--- config.mk ---
export PLATFORM = sky130hd
export DESIGN_NAME = barrier_control_flat
export DESIGN_NICKNAME = d
export VERILOG_FILES = /design/src/rtl/barrier_control_if.sv /design/src/rtl/barrier_control.sv /design/src/flat_wrapper.sv
export SDC_FILE = /design/constraint.sdc
export NUM_CORES = 1
export LEC_CHECK = 0
export CAP_MARGIN = 20
export CORE_UTILIZATION = 35
export DETAILED_ROUTE_END_ITERATION = 10
export PLACE_DENSITY = 0.6
export SLEW_MARGIN = 10
export SYNTH_ARGS = -nofsm -noshare
export SYNTH_HDL_FRONTEND = slang
export SYNTH_SLANG_ARGS = --single-unit
--- constraint.sdc ---
create_clock -name clk -period 2.3 [get_ports clk]
set_input_delay 0.69 -clock clk [delete_from_list [all_inputs] [get_ports clk]]
set_output_delay 0.69 -clock clk [all_outputs]
set_load 0.005 [all_outputs]
--- src/rtl/barrier_control_if.sv ---
// barrier_control_if: command and arm-status bundle between the parking controller and the barrier block
interface barrier_control_if;
  logic       open_entry;
  logic       open_exit;
  logic       close_entry;
  logic       close_exit;
  logic       emergency;
  logic       vehicle_direction;
  logic       entry_barrier;
  logic       exit_barrier;
  logic [1:0] barrier_status;
  modport master (
    output open_entry, open_exit, close_entry, close_exit, emergency, vehicle_direction,
    input  entry_barrier, exit_barrier, barrier_status
  );
  modport slave (
    input  open_entry, open_exit, close_entry, close_exit, emergency, vehicle_direction,
    output entry_barrier, exit_barrier, barrier_status
  );
endinterface

--- src/rtl/barrier_control.sv ---
// barrier_control: timed open/close sequencing of the entry and exit arms; DIRECTION_INTERLOCK_EN gates opens by vehicle_direction
module barrier_control #(
  parameter int BARRIER_DELAY = 10
) (
  input logic clk,
  input logic reset,
  barrier_control_if.slave bus
);
  localparam int W = $clog2(BARRIER_DELAY + 1);
  localparam logic [W-1:0] OPEN_LOAD = W'(BARRIER_DELAY - 1);
  localparam logic [W-1:0] CLOSE_LOAD = W'(BARRIER_DELAY / 2 - 1);
  // encoding is {opening, closing, barrier}; ABORTING is a close that started before the arm was up
  typedef enum logic [2:0] {
    CLOSED   = 3'b000,
    OPENING  = 3'b100,
    OPEN     = 3'b001,
    CLOSING  = 3'b011,
    ABORTING = 3'b010
  } arm_state_t;
  arm_state_t st [2];
  arm_state_t st_n [2];
  logic [W-1:0] cnt [2];
  logic [W-1:0] cnt_n [2];
  logic [1:0] open_req;
  logic [1:0] close_req;
  logic entry_opening, entry_closing, entry_barrier;
  logic exit_opening, exit_closing, exit_barrier;
  assign close_req = {bus.close_exit, bus.close_entry};
`ifdef DIRECTION_INTERLOCK_EN
  assign open_req = {bus.open_exit & bus.vehicle_direction, bus.open_entry & ~bus.vehicle_direction};
`else
  assign open_req = {bus.open_exit, bus.open_entry};
`endif
  assign {entry_opening, entry_closing, entry_barrier} = st[0];
  assign {exit_opening, exit_closing, exit_barrier} = st[1];
  assign bus.entry_barrier = entry_barrier;
  assign bus.exit_barrier = exit_barrier;
  assign bus.barrier_status = {exit_barrier, entry_barrier};
  // per-arm next state: emergency overrides everything, close beats open
  always_comb begin
    for (int i = 0; i < 2; i++) begin
      st_n[i] = st[i];
      cnt_n[i] = cnt[i];
      if (bus.emergency) begin
        st_n[i] = OPEN;
        cnt_n[i] = '0;
      end else begin
        case (st[i])
          CLOSED: if (open_req[i] && !close_req[i]) begin
            st_n[i] = OPENING;
            cnt_n[i] = OPEN_LOAD;
          end
          OPENING: if (close_req[i]) begin
            st_n[i] = ABORTING;
            cnt_n[i] = CLOSE_LOAD;
          end else if (cnt[i] == '0) st_n[i] = OPEN;
          else cnt_n[i] = cnt[i] - W'(1);
          OPEN: if (close_req[i]) begin
            st_n[i] = CLOSING;
            cnt_n[i] = CLOSE_LOAD;
          end
          CLOSING, ABORTING: if (cnt[i] == '0) st_n[i] = CLOSED;
          else cnt_n[i] = cnt[i] - W'(1);
          default: begin
            st_n[i] = CLOSED;
            cnt_n[i] = '0;
          end
        endcase
      end
    end
  end
  // arm state and timers; reset aborts any sequence and leaves both arms closed
  always_ff @(posedge clk) begin
    for (int i = 0; i < 2; i++) begin
      st[i] <= !reset ? CLOSED : st_n[i];
      cnt[i] <= !reset ? '0 : cnt_n[i];
    end
  end
endmodule

--- src/flat_wrapper.sv ---
// flat-port wrapper written by rule: the top's interface ports become plain ports
module barrier_control_flat 
#(
  parameter int BARRIER_DELAY = 10
)
  (clk, reset, bus_open_entry, bus_open_exit, bus_close_entry, bus_close_exit, bus_emergency, bus_vehicle_direction, bus_entry_barrier, bus_exit_barrier, bus_barrier_status);
  barrier_control_if bus_i ();
  input logic clk;
  input logic reset;
  input wire logic [$bits(bus_i.open_entry)-1:0] bus_open_entry;
  input wire logic [$bits(bus_i.open_exit)-1:0] bus_open_exit;
  input wire logic [$bits(bus_i.close_entry)-1:0] bus_close_entry;
  input wire logic [$bits(bus_i.close_exit)-1:0] bus_close_exit;
  input wire logic [$bits(bus_i.emergency)-1:0] bus_emergency;
  input wire logic [$bits(bus_i.vehicle_direction)-1:0] bus_vehicle_direction;
  output wire logic [$bits(bus_i.entry_barrier)-1:0] bus_entry_barrier;
  output wire logic [$bits(bus_i.exit_barrier)-1:0] bus_exit_barrier;
  output wire logic [$bits(bus_i.barrier_status)-1:0] bus_barrier_status;
  assign bus_i.open_entry = bus_open_entry;
  assign bus_i.open_exit = bus_open_exit;
  assign bus_i.close_entry = bus_close_entry;
  assign bus_i.close_exit = bus_close_exit;
  assign bus_i.emergency = bus_emergency;
  assign bus_i.vehicle_direction = bus_vehicle_direction;
  assign bus_entry_barrier = bus_i.entry_barrier;
  assign bus_exit_barrier = bus_i.exit_barrier;
  assign bus_barrier_status = bus_i.barrier_status;
  barrier_control #(.BARRIER_DELAY(BARRIER_DELAY)) u_core (.clk(clk), .reset(reset), .bus(bus_i));
endmodule
Word level (Yosys, flattened, before mapping)
Memories as Yosys holds them, arrays and structs flattened.
Index checks and enable logic that the tools add are counted.
- multiplexer cells: 30
- add/subtract/negate cells: 2
- reduce and logical (&&, ||, !) cells: 10
- eq/ne operators: 8
- operators with widths (cell ; count):
    $mux W4 ; 12
    $mux W3 ; 14
    $pmux W4 S4 ; 2
    $pmux W3 S4 ; 2
    $eq A3 B2 Y1 const B ; 4
    $logic_not A4 Y1 ; 2
    $sub A4 B1 Y4 const B ; 2
    $eq A3 B1 Y1 const B ; 2
    $eq A3 B3 Y1 const B ; 2
    $logic_not A3 Y1 ; 2
    $reduce_or A2 Y1 ; 2
    $logic_and A1 B1 Y1 ; 2
    $logic_not A1 Y1 ; 2
- memories: 2
- input port bits: 8
- output and inout port bits: 4
- memory bits (writable): 14
- flip-flop bits (word level): 0
- logic and storage cells: 52
- memories (name ; words ; bits a word ; read ports ; clocked after Yosys merged registers in ; wr ports ; RTL line ; source):
    u_core.cnt ; 2 ; 4 ; 2 ; 0 ; 2 ; barrier_control.sv:22 ; logic [W-1:0] cnt [2];
    u_core.st ; 2 ; 3 ; 2 ; 0 ; 2 ; barrier_control.sv:20 ; arm_state_t st [2];

Longest topological paths before layout
Gate-level depths: netlist of the first run.
- depth in word-level cells: 6
- depth in mapped cells: 6
- depth with buffers taken out: 6

Worst setup path before layout of the first run
No wires, ideal clock.
- path kind: input-to-reg
- start: in bus_close_entry
- end: mem u_core.cnt[0][3] in the netlist's numbering
- stages: 4
- path slack: 0.651 ns
- setup time: 0.119 ns
- data required time: 2.181 ns
- path buffers: 1
- arrival: 1.530 ns
- cells stage by stage: buf_2 -> a211oi_1 -> o21ai_1 -> o221a_2
- RTL lines (element ; RTL line ; source):
    from (decl) ; flat_wrapper.sv:12 ; input wire logic [$bits(bus_i.close_entry)-1:0] bus_close_entry;
    to (decl) ; barrier_control.sv:22 ;

==> results of run 1 <==
[cells in the final DEF, fill, tap and decap left out, drive strengths merged, types with 2 or more instances in the layout]
master         count
a211oi             2
a21boi             2
a21o               2
a21oi              8
and3b              2
buf                5
clkbuf             4
clkdlybuf4s50     10
dfxtp             14
ha                 2
inv                5
mux2               2
nand2              7
nand2b             3
nand3b             3
nor2              10
nor2b              6
nor3               5
nor3b              2
nor4b              3
o21a               2
o21ai              9
o31ai              2
or3                2
[flip-flops by register name (all words and copies together) (netlist names)]
signal	cells
u_core.cnt	8
u_core.st	6
[stage by stage]
step | setup WS (ps) | utilization [%] | area (um^2) | hold WS [ps] | instances
finish | 167.5 | 41.88 | 1155 | 503.4 | 161
detailed placement | 48.75 | 40.56 | 1119 | 483.6 | 157
global route | 104.9 | 41.88 | 1155 | 520.0 | 161
CTS | 170.0 | 41.88 | 1155 | 497.0 | 161
floorplan | 651.0 | - | 1015 | 462.6 | 121
global placement | 67.59 | 40.56 | 1119 | 478.4 | 157
[cells in the mapped netlist (3+ instances only)]
cell / instances
dfxtp_1: 14
nor2_1: 10
a21oi_1: 7
nand2_1: 7
o21ai_0: 7
nor2b_1: 6
inv_1: 5
nor3_1: 5
buf_2: 4
buf_6: 3
nand2b_1: 3
nand3b_1: 3
[worst max-delay path by stage]
stage	start	to	slack [ps]	depth (start not counted)
detailed placement	bus_close_entry	u_core.cnt[0][0]	50	5
finish	u_core.st[0][0]	bus_barrier_status[0]	170	1
global route	u_core.st[0][0]	bus_entry_barrier	100	1
floorplan	bus_close_entry	u_core.cnt[0][3]	650	4
CTS	u_core.st[0][0]	bus_barrier_status[0]	170	1
global placement	bus_close_entry	u_core.cnt[0][0]	70	5
[area by class of cell]
cell class	count	area (um^2)
Clock buffer	4	36.28
Multi-Input combinational cell	92	643.1
Sequential cell	14	280.3
Inverter	5	18.77
Fill cell	278	1603
Tap cell	31	38.79
Timing Repair Buffer	15	137.6
[metal layers]
metal | global-route usage (%) | vias up
met5 | 0 | -
met4 | 6.272 | 0
met3 | 2.326 | 4
met2 | 22.38 | 18
met1 | 19.97 | 425
li1 | - | 463
[power by group]
part           switching, mW  total, mW  leakage [nW]  internal [mW]
Clock                 0.0890      0.185        0.0210         0.0964
Combinational         0.0645      0.134         0.284         0.0698
Sequential            0.0193      0.272         0.114          0.253
Total                  0.173      0.592         0.419          0.419
[cells by family after synthesis]
kind of cell,Yosys count
AO/OA/AOI/OAI,41
adder cells (fa/ha/maj),2
buffers and inverters,15
multiplexers,2
AND/OR/NAND/NOR,45
XOR/XNOR,2
flip-flops,14
[worst min-delay path, cell delays in order (launching register included)]
cell	delay, ps
dfxtp_1	340
o21ai_0	70
a21oi_1	60
==> out/metrics.cfg, run 1 <==
[synth]
ys.flop_type=dfxtp_1
synth_cell_types=49
synth_area_mm2=0.001015
yosys.area_share.adder_pct=2.466
synthMuxAreaShare_pct=2.219
synthTopCellsByArea=dfxtp_1 (28%), nor2_1 (3.7%), nor2b_1 (3.7%), a21oi_1 (3.5%), o21ai_0 (3.5%)
synth_compound_area_share_pct=28.48
ys_ff_latch=14
yosysSeqAreaShare_pct=27.62
avgSynthCellArea_um2=8.386
synth_top_family_by_area=compound AO/OA/AOI/OAI gates
ys_warn_count=0
synth_nets=131
synth_xor_area_share_pct=1.726
synth_edf_count=0
postSynthCellCount=121
synth-simple-area-share_pct=28.48
yosysTopAreaCell=dfxtp_1
synth-async-reset-ratio_pct=0
synth_top_area_share_pct=27.62

[floorplanning]
die_area_mm2=0.003119
die_x_um=55.85
rows=19
start_util_pct=36.80
fp.coreArea_mm2=0.002758
io_pins=12
die_y_um=55.85

[route]
ant_nets=0
avgRoutedWirePerCell_um=12.84
wl_met2_um=934
top_layer=met4
wl_met1_um=1021
wl_um=2068
drc=0
wl_met3_um=82
firstDrtPassIters=4
detail_route.iter0.violations=20
vias=910
viasPerCell=5.652

[timing]
post-route-period-util_pct=92.72
fin_crit_ps=2133
hold_viol_final=0
rsz0062_at_grt=no
fin_tns_setup_ps=0
final_max_slew_viol_count=0
setup-violations-final=0
skew_ps=1.854
fmax_mhz=468.9
tightest_slew_ps=518.8
timing.slew.headroom_pct=65.26

[min_path]
holdPathEnd=u_core.cnt[0][5]
whs_path_depth=2
worstHoldStart=u_core.cnt[0][5]
min_path_type=flip-flop to flip-flop

[worst_setup_path]
r2r_cells=6
r2r_slack_ps=690
arrival_ps=1440
cpLargestDelayFamily=flip-flops
crit_required_ps=1610
slowest_delay_ps=580
r2r_start=u_core.cnt[0][4]
critPathBufInv=1
crit_fanout=11
crit_type=flip-flop to primary output
cpMaxStageDelayCell=dfxtp_1
crit_path_start_kind=flip-flop
r2r-end=u_core.st[0][4]
end_kind=primary output
cp_cell_sequence=clkdlybuf4s50_1

[global_routing]
grt_usage_pct=14.47
grt_pass1_vias=820
grt_pass1_wl_um=3636
grt-ovfl-total=0
grt_max_degree=14
antenna_found_initial=0

[clock_network]
cts_sinks=14
root_buffer=clkbuf_4
clock_latency_ps=290
ctsHoldBuffers=0
cts_resized=0
numCtsBuffers=3
cts_max_level=1
clkTransAtPathRegs_ps=90
cts_setup_buffers=0
clock_path_buffers=2
cts_tree=yes

[place]
hpwlAfterDp_um=1522
portBuffers=10
gp_congestion=0.8719

[cells_and_area]
n_antenna_cell=0
area_growth_syn_to_layout_pct=13.81
drive_gt1_share_pct=14.62
layout.nets=141

[run]
drv_cap=0

[pwr]
p_total_mw=0.5919
powerDensity_mw_per_mm2=512.6
leakage_nw=0.4192
ir_drop_mv=0.3791

[status]
status=completed

(Power assumes the default switching activity.)
==> run 2, diff against run 1 <==
Settings changed: CTS_CLUSTER_SIZE set to 8, SLEW_MARGIN 10 to unset.
==> results of run 2 <==
No change in the layout: final DEF, timing and power equal those of run 1.
==> run 3, diff against run 2 <==
Settings changed: CAP_MARGIN 20 to 10.
==> results of run 3 <==
No change in the layout: final DEF, timing and power equal those of run 1.
